`config.mk`:
```
export PLATFORM = sky130hd
export DESIGN_NAME = dma_frame_writer
export DESIGN_NICKNAME = d
export VERILOG_FILES = /design/src/rtl/dma_frame_writer.sv
export SDC_FILE = /design/constraint.sdc
export NUM_CORES = 1
export LEC_CHECK = 0
export ABC_AREA = 1
export CAP_MARGIN = 5
export CELL_PAD_IN_SITES_DETAIL_PLACEMENT = 1
export CELL_PAD_IN_SITES_GLOBAL_PLACEMENT = 2
export CORE_AREA = 8 8 372 374
export DETAILED_ROUTE_END_ITERATION = 8
export DIE_AREA = 0 0 380 382
export PLACE_DENSITY = 0.77
export SYNTH_ARGS = -nofsm -noshare
export SYNTH_HDL_FRONTEND = slang
export SYNTH_SLANG_ARGS = --single-unit
```
`constraint.sdc`:
```
create_clock -name clk -period 5.1 [get_ports clk]
set_input_delay 0.765 -clock clk [delete_from_list [all_inputs] [get_ports clk]]
set_output_delay 0.765 -clock clk [all_outputs]
set_load 0.1 [all_outputs]
```
`src/rtl/dma_frame_writer.sv`:
```
// dma_frame_writer
//   Decimates a free-running sample stream into a small FIFO and streams one
//   fixed-length frame per request over an AXI4-Stream master. The FIFO is
//   fronted by a first-word fall-through output register.
//
//   Optional feature: define DMA_FRAME_WRITER_HEADER_EN to precede every frame
//   with a header beat {16'hD0D0, 6'd0, D[25:0], frame_count[15:0]}.
//
// Ports
//   clk, rst             single clock, synchronous active-high reset
//   enable_i             frame request level (sampled in IDLE and DONE only)
//   data_i               sample word, valid every cycle
//   decimation_code_i    decimation factor D (0 behaves as 1), latched per frame
//   m_axis_t*            AXI4-Stream master (tdata/tvalid/tready/tlast)
//   engaged_o            frame in progress (CAPTURE or DRAIN)
//   finished_o           frame complete, held until enable_i falls
//   overflow_o           sticky: a due sample was dropped this frame
module dma_frame_writer #(
  parameter int unsigned DATA_WIDTH = 64,
  parameter int unsigned DEC_WIDTH  = 26,
  parameter int unsigned FRAME_LEN  = 1024,
  parameter int unsigned FIFO_DEPTH = 16
) (
  input  logic                  clk,
  input  logic                  rst,
  input  logic                  enable_i,
  input  logic [DATA_WIDTH-1:0] data_i,
  input  logic [DEC_WIDTH-1:0]  decimation_code_i,
  output logic [DATA_WIDTH-1:0] m_axis_tdata,
  output logic                  m_axis_tvalid,
  input  logic                  m_axis_tready,
  output logic                  m_axis_tlast,
  output logic                  engaged_o,
  output logic                  finished_o,
  output logic                  overflow_o
);

  localparam int unsigned AW = $clog2(FIFO_DEPTH);
  localparam int unsigned CW = $clog2(FRAME_LEN + 1);

  typedef enum logic [1:0] {IDLE, CAPTURE, DRAIN, DONE} state_t;

  state_t                 state_q, state_d;
  logic [DEC_WIDTH-1:0]   dec_q, dec_d;
  logic [DEC_WIDTH-1:0]   dec_cnt_q, dec_cnt_d;
  logic [CW-1:0]          sample_cnt_q, sample_cnt_d;
  logic                   overflow_q, overflow_d;

  // FIFO entries and output register hold {tlast, data}
  logic [DATA_WIDTH:0]    mem_q [FIFO_DEPTH];
  logic [AW-1:0]          wr_ptr_q, wr_ptr_d;
  logic [AW-1:0]          rd_ptr_q, rd_ptr_d;
  logic [AW:0]            count_q, count_d;
  logic                   out_valid_q, out_valid_d;
  logic [DATA_WIDTH:0]    out_q, out_d;

  logic                   push;
  logic [DATA_WIDTH:0]    push_entry;
  logic                   pop;
  logic                   out_load;
  logic                   fifo_empty;
  logic                   fifo_full;
  logic                   fifo_wr;
  logic                   fifo_rd;

`ifdef DMA_FRAME_WRITER_HEADER_EN
  logic                   hdr_q, hdr_d;
  logic [15:0]            frame_cnt_q, frame_cnt_d;
  logic [63:0]            header;
  assign header = {16'hD0D0, 6'd0, 26'(dec_q), frame_cnt_q};
`endif

  assign pop        = out_valid_q & m_axis_tready;
  assign out_load   = ~out_valid_q | pop;
  assign fifo_empty = (count_q == '0);
  assign fifo_full  = (count_q == (AW+1)'(FIFO_DEPTH));

  // Frame FSM, decimation and push decision
  always_comb begin
    state_d      = state_q;
    dec_d        = dec_q;
    dec_cnt_d    = dec_cnt_q;
    sample_cnt_d = sample_cnt_q;
    overflow_d   = overflow_q;
    push         = 1'b0;
    push_entry   = '0;
`ifdef DMA_FRAME_WRITER_HEADER_EN
    hdr_d        = hdr_q;
    frame_cnt_d  = frame_cnt_q;
`endif
    case (state_q)
      IDLE: begin
        if (enable_i) begin
          state_d      = CAPTURE;
          dec_d        = (decimation_code_i == '0) ? DEC_WIDTH'(1) : decimation_code_i;
          dec_cnt_d    = '0;
          sample_cnt_d = '0;
          overflow_d   = 1'b0;
`ifdef DMA_FRAME_WRITER_HEADER_EN
          hdr_d        = 1'b1;
`endif
        end
      end
      CAPTURE: begin
`ifdef DMA_FRAME_WRITER_HEADER_EN
        // Header takes the first slot; dec_cnt holds so the first sample
        // slides by exactly one cycle.
        if (hdr_q) begin
          push       = 1'b1;
          push_entry = {1'b0, DATA_WIDTH'(header)};
          hdr_d      = 1'b0;
        end else
`endif
        begin
          dec_cnt_d = (dec_cnt_q == dec_q - 1'b1) ? '0 : dec_cnt_q + 1'b1;
          if (dec_cnt_q == '0) begin
            // Full only when both FIFO and output register are occupied and
            // nothing leaves this cycle.
            if (fifo_full && !out_load) begin
              overflow_d = 1'b1;
            end else begin
              push         = 1'b1;
              push_entry   = {sample_cnt_q == CW'(FRAME_LEN - 1), data_i};
              sample_cnt_d = sample_cnt_q + 1'b1;
              if (sample_cnt_q == CW'(FRAME_LEN - 1)) state_d = DRAIN;
            end
          end
        end
      end
      DRAIN: begin
        if (pop && out_q[DATA_WIDTH]) begin
          state_d = DONE;
`ifdef DMA_FRAME_WRITER_HEADER_EN
          frame_cnt_d = frame_cnt_q + 16'd1;
`endif
        end
      end
      DONE: begin
        if (!enable_i) state_d = IDLE;
      end
      default: state_d = IDLE;
    endcase
  end

  // FIFO plus fall-through output register; a push bypasses the FIFO when the
  // output register is free and the FIFO is empty.
  always_comb begin
    out_valid_d = out_valid_q;
    out_d       = out_q;
    fifo_rd     = out_load & ~fifo_empty;
    fifo_wr     = push & ~(out_load & fifo_empty);
    if (out_load) begin
      if (!fifo_empty) begin
        out_valid_d = 1'b1;
        out_d       = mem_q[rd_ptr_q];
      end else if (push) begin
        out_valid_d = 1'b1;
        out_d       = push_entry;
      end else begin
        out_valid_d = 1'b0;
      end
    end
    wr_ptr_d = wr_ptr_q + AW'(fifo_wr);
    rd_ptr_d = rd_ptr_q + AW'(fifo_rd);
    count_d  = count_q + (AW+1)'(fifo_wr) - (AW+1)'(fifo_rd);
  end

  always_ff @(posedge clk) begin
    if (rst) begin
      state_q      <= IDLE;
      dec_q        <= DEC_WIDTH'(1);
      dec_cnt_q    <= '0;
      sample_cnt_q <= '0;
      overflow_q   <= 1'b0;
      wr_ptr_q     <= '0;
      rd_ptr_q     <= '0;
      count_q      <= '0;
      out_valid_q  <= 1'b0;
      out_q        <= '0;
`ifdef DMA_FRAME_WRITER_HEADER_EN
      hdr_q        <= 1'b0;
      frame_cnt_q  <= '0;
`endif
    end else begin
      state_q      <= state_d;
      dec_q        <= dec_d;
      dec_cnt_q    <= dec_cnt_d;
      sample_cnt_q <= sample_cnt_d;
      overflow_q   <= overflow_d;
      wr_ptr_q     <= wr_ptr_d;
      rd_ptr_q     <= rd_ptr_d;
      count_q      <= count_d;
      out_valid_q  <= out_valid_d;
      out_q        <= out_d;
`ifdef DMA_FRAME_WRITER_HEADER_EN
      hdr_q        <= hdr_d;
      frame_cnt_q  <= frame_cnt_d;
`endif
    end
  end

  always_ff @(posedge clk) begin
    if (fifo_wr) mem_q[wr_ptr_q] <= push_entry;
  end

  assign m_axis_tdata  = out_q[DATA_WIDTH-1:0];
  assign m_axis_tvalid = out_valid_q;
  assign m_axis_tlast  = out_valid_q & out_q[DATA_WIDTH];
  assign engaged_o     = (state_q == CAPTURE) || (state_q == DRAIN);
  assign finished_o    = (state_q == DONE);
  assign overflow_o    = overflow_q;

endmodule

```
==> results.yml <==
timing:
  fin_worst_skew_ns: 0.0277
  maxSlewViolCount: 0
  setup_violations: 0
  hold_violations: 0
  fmax_mhz: 283
  period_share_pct: 69.2
  setup_tns_ns: 0
  relSlewSlack_pct: 14.1
  tightestPinTransition_ns: 1.28
  min_period_ns: 3.53
  rsz0062_at_grt: "false"
critical_path:
  end_kind: "register"
  cp_data_arrival_time_ns: 4.15
  cpMostUsedCell: "inv_1"
  reg2regPathDepth: 17
  critPathSlowestCell: "fa_1"
  cp_cell_sequence: "inv_1 -> ha_1 -> nand3_1 -> nand3b_1 -> nor4_4 -> nand3_2 -> nor2_4 -> inv_1 -> ha_1 -> inv_1 -> ha_1 -> inv_1 -> fa_1 -> nor3_1 -> a211oi_1 -> o21ai_0 -> a21oi_1"
  critPathMaxFanout: 6
  path_class: "register to register"
  startpoint: "dec_cnt_q[0]"
  reg2reg_from: "dec_cnt_q[0]"
  cpPeakStageDelay_ns: 0.42
  crit_path_end: "count_q[4]"
  cp.required_ns: 5.71
  worst_setup_path_start_kind: "register"
  rr_endpoint: "count_q[4]"
  r2r_slack_ns: 1.57
pwr:
  p_leak_nw: 19.8
  ir_drop_uv: 560
  power_w: 0.0323
  p_per_area_mw_per_mm2: 567
cts:
  worstSkewPairLatency_ns: 0.76
  cts_tree: "done"
  cts_setup_buffers: 0
  cts_resized: 0
  clk_pin_slew_ns: 0.06
  numClockSinks: 1185
  cts_hold_buf: 0
  cts_buffers: 132
  h-tree-depth: 4
  clock_path_buffers: 3
  root_buffer: "clkbuf_16"
placement:
  gp_congestion: 0.800
  io_buffers: 162
  place_hpwl_mm: 91.4
global_routing:
  track_usage_pct: 21.3
  grt_overflow: 0
  grt_pass1_vias: 36400
  grt_pass1_wl_mm: 236
  antenna_found_initial: 4
  grt_max_degree: 197
finish:
  multi_input_area_mm2: 0.0132
  final_layout_size_suffix_gt1_share_pct: 7.29
  regArea_mm2: 0.0341
  most-common-layout-cells: "edfxtp_1 (1040), nand2_1 (627), nor2_1 (617)"
  fillers: 14100
  final_common_cell: "edfxtp_1"
  area_growth_pct: 14.4
  nNetsFinal: 4554
die:
  die_area_mm2: 0.145
  core_area_mm2: 0.132
  fp.dieW_um: 380
  ios: 163
  die_h_um: 382
  fp-row-count: 134
  initial_core_util_pct: 37.6
routing:
  drtPass1Iterations: 5
  viasPerCell: 5.54
  route.met3.wl_mm: 9.81
  vias: 34900
  drcViolationCount: 0
  avgRoutedWirePerCell_um: 25.2
  wl_met2_mm: 74.2
  ant_nets: 0
  wl_mm: 159
  wl_met1_mm: 69.3
  top_layer: "met4"
  drtIter0Drc: 3194
synth:
  synthCells: 4423
  async_flop_share_pct: 0
  synth.distinct_cells: 42
  synth_edf_count: 1040
  syn-cell-area_mm2: 0.0498
  synth_seq_cells: 1185
  ys_seq_area_share_pct: 68.5
  ys.flop_type: "edfxtp_1"
  syn-num-nets: 4536
  ys_warn_count: 0
  avgSynthCellArea_um2: 11.3
flow_run:
  maxCapViolations: 0
worst_hold_path:
  hold_class: "register to register"
run_status:
  status: "finished clean"
[per-stage QoR]
| step | area (µm²) | setup WS [ns] | hold slack [ns] | util (%) | std cells |
|---|---|---|---|---|---|
| after detailed placement | 52900 | 1.27 | 0.482 | 39.9 | 6075 |
| after CTS | 57000 | 1.55 | 0.489 | 43.0 | 6310 |
| after global routing | 57000 | 1.33 | 0.518 | 43.0 | 6310 |
| after floorplan | 49800 | 0.227 | 0.458 | - | 4423 |
| final | 57000 | 1.57 | 0.488 | 43.0 | 6312 |
| after global placement | 52900 | 1.29 | 0.484 | 39.9 | 6075 |
[flip-flops by register name, indices dropped and copies added, names as in the netlist]
| register | count |
|---|---|
| rd_ptr_q | 4 |
| count_q | 5 |
| overflow_o | 1 |
| mem_q | 1040 |
| m_axis_tvalid | 1 |
| dec_cnt_q | 26 |
| dec_q | 26 |
| state_q | 2 |
| out_q | 65 |
| wr_ptr_q | 4 |
| sample_cnt_q | 11 |
[cell families after synthesis]
family / Yosys count / share of synthesized area (%)
and+or+nand+nor: 1599 / 13.4
DFF: 1185 / 68.5
AOI/OAI and AO/OA: 986 / 11.4
buffers and inverters: 580 / 5.23
xor gates and xnor gates: 54 / 0.950
adders and majority gates: 19 / 0.492
[how the worst min path moves through the flow]
stage,startpoint,to,slack [ns],depth (start not counted)
2_1_floorplan,dec_q[1],dec_q[1],0.46,2
3_3_place_gp,out_q[48],out_q[48],0.48,2
3_5_place_dp,sample_cnt_q[5],sample_cnt_q[5],0.48,2
4_1_cts,sample_cnt_q[5],sample_cnt_q[5],0.49,2
5_1_grt,sample_cnt_q[5],sample_cnt_q[5],0.52,2
6_report,sample_cnt_q[5],sample_cnt_q[5],0.49,2
[critical path: cells and delay by family, from the launching register on]
family	cells	cell delay, ns
compound gates	3	0.33
simple gates	6	1.23
flops	1	0.32
buf+inv	4	0.37
fa+ha+maj	4	1.12
[final cells by class]
cell class,instances,share of cell area [%]
diodes,2,0.00878
clock buffers,167,6.16
clock inverters,68,1.09
inverters,221,1.50
multi-input cells,2658,23.2
flip-flops and latches,1185,59.9
well taps,1768,3.88
repair buffers,243,4.21
[routing by layer]
layer / global-route usage [%] / vias to the layer above
met5: 0 / -
met4: 8.23 / 0
met3: 3.95 / 254
met2: 34.4 / 1036
met1: 28.6 / 17800
li1: - / 15800
[report_power, final]
part | internal, W | switching (W)
clock network | 0.00529 | 0.00391
logic | 0.00256 | 0.00826
registers | 0.0118 | 0.000501
total | 0.0196 | 0.0127
[cell usage after synthesis, drive strengths merged (17+ instances only)]
library cell	n	share of area [%]
a211oi	63	0.95
a21oi	201	2.0
buf	176	2.2
clkbuf	183	1.4
dfxtp	145	5.8
edfxtp	1040	63
ha	18	0.45
inv	218	1.6
nand2	628	4.7
nand3	176	1.8
nand4	106	1.3
nor2	640	4.9
nor3	21	0.24
nor4	19	0.27
o211ai	44	0.66
o21ai	499	5.0
o221ai	76	1.3
o22ai	88	1.1
xnor2	17	0.30
xor2	37	0.65
Power figures use the tool's default switching activity.
